File: src/rtl/player_motion.sv
// Player motion controller: per-frame jump/gravity FSM with collision-driven DEAD state.
// Optional mid-air double jump is enabled by defining PLAYER_DOUBLE_JUMP_EN.
module player_motion #(
  parameter logic [7:0] PLAYER_X    = 8'd20,
  parameter logic [6:0] GROUND_Y    = 7'd100,
  parameter logic [3:0] JUMP_V0     = 4'd6,
  parameter logic [3:0] V_MAX       = 4'd8,
  parameter logic [3:0] GRAVITY_DIV = 4'd1
) (
  input  logic       clock,
  input  logic       resetn,
  input  logic       frame_tick,
  input  logic       jump,
  input  logic       sig_collision,
  output logic [7:0] player_x,
  output logic [6:0] player_y,
  output logic [1:0] state,
  output logic       game_over
);

  typedef enum logic [1:0] {
    ST_GROUND  = 2'b00,
    ST_RISING  = 2'b01,
    ST_FALLING = 2'b10,
    ST_DEAD    = 2'b11
  } state_t;

  state_t     state_q, state_d;
  logic [6:0] y_q, y_d;
  logic [3:0] v_q, v_d;
  logic [3:0] grav_cnt_q, grav_cnt_d;
  logic       jump_prev_q, jump_prev_d;
  logic       pending_q, pending_d;
  logic       hit_q, hit_d;
  logic       game_over_q, game_over_d;
`ifdef PLAYER_DOUBLE_JUMP_EN
  logic       dj_used_q, dj_used_d;
`endif

  logic       jump_edge;
  logic       pending_now;
  logic       hit_now;
  logic       grav_step;
  logic       restart;
  logic [3:0] v_inc;
  logic [3:0] v_fall;
  logic [7:0] y_fall_sum;

  always_comb begin
    jump_edge   = jump & ~jump_prev_q;
    // Same-cycle terms let an edge or collision on the tick cycle itself count.
    pending_now = pending_q | jump_edge;
    hit_now     = hit_q | sig_collision;
    grav_step   = (grav_cnt_q == (GRAVITY_DIV - 4'd1));
    v_inc       = (v_q >= V_MAX) ? V_MAX : (v_q + 4'd1);
    v_fall      = grav_step ? v_inc : v_q;
    y_fall_sum  = {1'b0, y_q} + {4'b0000, v_fall};

    state_d     = state_q;
    y_d         = y_q;
    v_d         = v_q;
    grav_cnt_d  = grav_cnt_q;
    jump_prev_d = jump;
    pending_d   = pending_now;
    hit_d       = (state_q != ST_DEAD) ? hit_now : 1'b0;
    restart     = 1'b0;
`ifdef PLAYER_DOUBLE_JUMP_EN
    dj_used_d   = dj_used_q;
`endif

    if (frame_tick) begin
      pending_d = 1'b0;
      hit_d     = 1'b0;
      if ((state_q != ST_DEAD) && hit_now) begin
        state_d = ST_DEAD;
      end else if (state_q == ST_DEAD) begin
        if (pending_now) begin
          state_d = ST_GROUND;
          y_d     = GROUND_Y;
          v_d     = 4'd0;
        end
      end else if (state_q == ST_GROUND) begin
        if (pending_now) begin
          state_d = ST_RISING;
          v_d     = JUMP_V0;
        end
`ifdef PLAYER_DOUBLE_JUMP_EN
      end else if (pending_now && !dj_used_q) begin
        state_d   = ST_RISING;
        v_d       = JUMP_V0;
        dj_used_d = 1'b1;
        restart   = 1'b1;
`endif
      end else if (state_q == ST_RISING) begin
        if (y_q < {3'b000, v_q}) begin
          y_d     = 7'd0;
          v_d     = 4'd0;
          state_d = ST_FALLING;
        end else begin
          y_d = y_q - {3'b000, v_q};
          if (grav_step) begin
            v_d = v_q - 4'd1;
            if (v_q == 4'd1) state_d = ST_FALLING;
          end
        end
      end else begin
        // Landing test is done at 8 bits so a large step cannot wrap past the ground.
        if (y_fall_sum >= {1'b0, GROUND_Y}) begin
          state_d = ST_GROUND;
          y_d     = GROUND_Y;
          v_d     = 4'd0;
`ifdef PLAYER_DOUBLE_JUMP_EN
          dj_used_d = 1'b0;
`endif
        end else begin
          y_d = y_fall_sum[6:0];
          v_d = v_fall;
        end
      end

      if ((state_d != state_q) || restart) begin
        grav_cnt_d = 4'd0;
      end else if ((state_q == ST_RISING) || (state_q == ST_FALLING)) begin
        grav_cnt_d = grav_step ? 4'd0 : (grav_cnt_q + 4'd1);
      end
    end

    game_over_d = (state_d == ST_DEAD);
  end

  always_ff @(posedge clock) begin
    if (!resetn) begin
      state_q     <= ST_GROUND;
      y_q         <= GROUND_Y;
      v_q         <= 4'd0;
      grav_cnt_q  <= 4'd0;
      jump_prev_q <= 1'b0;
      pending_q   <= 1'b0;
      hit_q       <= 1'b0;
      game_over_q <= 1'b0;
`ifdef PLAYER_DOUBLE_JUMP_EN
      dj_used_q   <= 1'b0;
`endif
    end else begin
      state_q     <= state_d;
      y_q         <= y_d;
      v_q         <= v_d;
      grav_cnt_q  <= grav_cnt_d;
      jump_prev_q <= jump_prev_d;
      pending_q   <= pending_d;
      hit_q       <= hit_d;
      game_over_q <= game_over_d;
`ifdef PLAYER_DOUBLE_JUMP_EN
      dj_used_q   <= dj_used_d;
`endif
    end
  end

  assign player_x  = PLAYER_X;
  assign player_y  = y_q;
  assign state     = state_q;
  assign game_over = game_over_q;

endmodule

File: config.mk
export PLATFORM = sky130hd
export DESIGN_NAME = player_motion
export DESIGN_NICKNAME = d
export VERILOG_FILES = /design/src/rtl/player_motion.sv
export SDC_FILE = /design/constraint.sdc
export NUM_CORES = 1
export LEC_CHECK = 0
export CORE_MARGIN = 4
export CORE_UTILIZATION = 32
export CTS_BUF_LIST = sky130_fd_sc_hd__clkbuf_16
export CTS_CLUSTER_SIZE = 25
export DETAILED_ROUTE_END_ITERATION = 8
export GPL_ROUTABILITY_DRIVEN = 0
export GPL_TIMING_DRIVEN = 0
export SYNTH_ARGS = -nofsm -noshare
export SYNTH_HDL_FRONTEND = slang
export SYNTH_SLANG_ARGS = --single-unit
File: constraint.sdc
create_clock -name clock -period 4.8 [get_ports clock]
set_clock_uncertainty 0.15 [all_clocks]
set_input_delay 1.2 -clock clock [delete_from_list [all_inputs] [get_ports clock]]
set_output_delay 1.2 -clock clock [all_outputs]
set_load 0.01 [all_outputs]
==> out/results.tsv <==
metric	value	unit
Placeable Area	6420	sq um
post-CTS setup buffers	0	
CP Capture Type	register	
maximum capacitance violations	0	
worst setup path startpoint	grav_cnt_q[0]	
setup violation total in the final timing report	0	
sequential area share after synthesis	0.196	
commonest non-fill, non-tap cells in the layout	nor2_1, nand2_1, dfxtp_1, inv_1	
setup TNS	0	ns
Die X-Extent	89.9	microns
Max clock buf depth	2	
Worst Hold Depth	2	
Mapped Cells	280	
# H-tree levels	1	
fraction of registers with async set/reset	0	
Fill cells	661	
average size of a mapped cell	7.67	sq um
worst reg2reg path depth	16	
Port Buffer Count	13	
DRT Pass-1 Iters	4	
R2R setup slack	0.28	ns
CP Cell Sequence	inv_1 > ha_1 > nor3b_1 > clkbuf_2 > nand3_1 > o21ai_0 > ha_1 > inv_1 > fa_1 > nor4b_1 > a31o_4 > or4_4 > o211ai_4 > nand3_2 > a41o_1 > o21a_1	
Internal	366	uW
netlist area before placement	2150	sq um
status	finished clean	
Final period util	0.942	
Post-CTS Hold Fix Bufs	0	
Reg clk slew, reported paths	0.06	ns
most common cell after layout, fill and taps aside	nor2_1	
clk sinks	21	
crit path kind	reg -> reg	
grt total ovfl	0	
power share of the clock group	0.328	
Synth Register Bits	21	
Main synth FF type	dfxtp_1	
Tot GR Track Use	0.139	
CTS tree	built	
Crit Path Max Fanout	10	
Worst-Margin Slew	0.769	ns
Final ANT Viol Nets	0	
CP max stage delay	0.55	ns
DR vias/cell	5.52	
Startpoint Class	register	
Slew HR	0.487	
Worst Hold Class	reg -> reg	
r2r endpoint	grav_cnt_q[1]	
Net Sw Frac	0.341	
Layout Nets	329	
VDD IR max	120	uV
hold_sp	grav_cnt_q[3]	
f_max	221	MHz
largest net degree at the start of global routing	12	
crit path time final	4.52	ns
critical path depth	16	
# DRC	0	
via count	2099	
final core utilization	0.386	
Seq. cell area	420	sq um
Rows	29	
IO Count	23	
Final Max Slew Viols	0	
RSZ-0062 raised after global routing	false	
synth unique cells	62	
final hold violations	0	
WL final	5590	microns
Ant. Diodes	0	
share of layout cells above drive strength 1	0.0957	
Comb power frac	0.327	
Die Ht	89.9	microns
Root Buffer	clkbuf_16	
worst path bufs/invs	3	
Starting Density	0.335	
Post-synth EDFFs	0	
wire length per cell	14.7	microns
area of the multi-input gates	1570	sq um
CP max stage cell	or4_4	
Pleak	0.963	nW
power per cell area	224	nW/um^2
Synth Warn #	0	
vias in the first global route	1966	
DR iter-0 viols	80	
Synth-to-Final Area Change	15.3	%
crit path DAT	4.52	ns
die area	8090	sq um
crit-path leading delay family	simple AND/OR/NAND/NOR gates	
CTS Buf Count	3	
Min-Delay Endpoint	grav_cnt_q[3]	
HPWL after DPL	4190	microns
first-pass GRT wire length	9470	microns
CP required	4.80	ns
initial antenna violation count	0	
clk_lat worst skew	0.26	ns
sequential power share	0.345	
r2r startpoint	grav_cnt_q[0]	
switching pwr	189	uW
[worst max path at each step]
stage	to	slack, ns
after floorplan	grav_cnt_q[1]	0.85
after CTS	grav_cnt_q[1]	0.20
final	grav_cnt_q[1]	0.28
after detailed placement	grav_cnt_q[1]	0.28
after global routing	grav_cnt_q[1]	0.07
after global placement	grav_cnt_q[1]	0.28
[tightest hold or removal path, delay by kind of cell (launching register included)]
kind / cells / cell delay, ns
DFF: 1 / 0.33
and+or+nand+nor: 1 / 0.06
AOI/OAI and AO/OA: 1 / 0.05
[sequential cells by signal, indices dropped and copies added, names as in the netlist]
signal / cells
hit_q: 1
v_q: 4
game_over: 1
grav_cnt_q: 4
pending_q: 1
player_y: 7
state: 2
jump_prev_q: 1
[power by group through the flow]
stage / sequential (mW) / combinational, mW / clock (mW)
3_5_place_dp: 0.196 / 0.178 / 0
5_1_grt: 0.193 / 0.201 / 0.195
6_report: 0.192 / 0.182 / 0.182
4_1_cts: 0.192 / 0.180 / 0.186
2_1_floorplan: 0.195 / 0.135 / 0
3_3_place_gp: 0.196 / 0.178 / 0
[through the flow]
step / setup slack (ns) / power, mW / cells / hold slack [ns] / area [sq um]
global route: 0.0658 / 0.590 / 380 / 0.357 / 2480
floorplan: 0.848 / 0.329 / 286 / 0.305 / 2170
global placement: 0.277 / 0.374 / 376 / 0.321 / 2400
finish: 0.277 / 0.555 / 380 / 0.339 / 2480
CTS: 0.201 / 0.557 / 380 / 0.338 / 2480
detailed placement: 0.281 / 0.374 / 376 / 0.331 / 2400
[per-layer routing]
layer | GRT usage | vias up | routed length, microns
met4 | 0.0421 | 0 | 75
li1 | - | 1062 | -
met1 | 0.193 | 985 | 2790
met3 | 0.0184 | 9 | 235
met2 | 0.224 | 43 | 2490
met5 | 0 | - | 0
[cell type report]
class / instances / area share
clock inverters: 1 / 0.00152
well taps: 77 / 0.0389
flip-flops and latches: 21 / 0.170
plain buffers: 20 / 0.0449
multi-input cells: 225 / 0.632
inverters: 20 / 0.0303
clock buffers: 3 / 0.0303
repair buffers: 13 / 0.0525
[cells by family (layout without fill, tap and decap cells)]
logic type                 count (synthesis)  in the layout  synth area share
and+or+nand+nor                          105            105             0.249
AOI/OAI and AO/OA                         84             84             0.308
buffers and inverters                     40             57            0.0862
DFF                                       21             21             0.196
adders and majority gates                 20             20             0.123
xor gates and xnor gates                   5              5            0.0204
muxes                                      3              3            0.0140
other                                      2              8           0.00350
[Yosys cell counts (3+ instances only)]
cell type | count | area [sq um]
a31oi_1 | 5 | 31.3
a21oi_1 | 18 | 90.1
xnor2_1 | 3 | 26.3
a22oi_1 | 3 | 22.5
and2_1 | 3 | 18.8
nor3_1 | 7 | 35.0
nor4b_1 | 3 | 26.3
ha_1 | 18 | 225
nand3_1 | 11 | 55.1
a221oi_1 | 5 | 43.8
o21a_1 | 6 | 45.0
o21ai_0 | 10 | 50.1
buf_4 | 8 | 60.1
nor2_1 | 30 | 113
nand4_1 | 3 | 18.8
mux2i_1 | 3 | 30.0
dfxtp_1 | 21 | 420
inv_1 | 19 | 71.3
o211ai_1 | 4 | 30.0
clkbuf_1 | 7 | 26.3
buf_2 | 4 | 20.0
nand2_1 | 25 | 93.8
nor3b_1 | 6 | 45.0
or2_2 | 3 | 18.8
a41oi_1 | 3 | 26.3
o31ai_1 | 5 | 37.5
a211oi_1 | 3 | 22.5
[timing repair]
item | 4_1_cts | 5_1_grt
endpoints found under the hold margin | 0 | 0
setup endpoints to repair | 0 | 1
resized for setup | 0 | 2
Power figures use the tool's default switching activity.
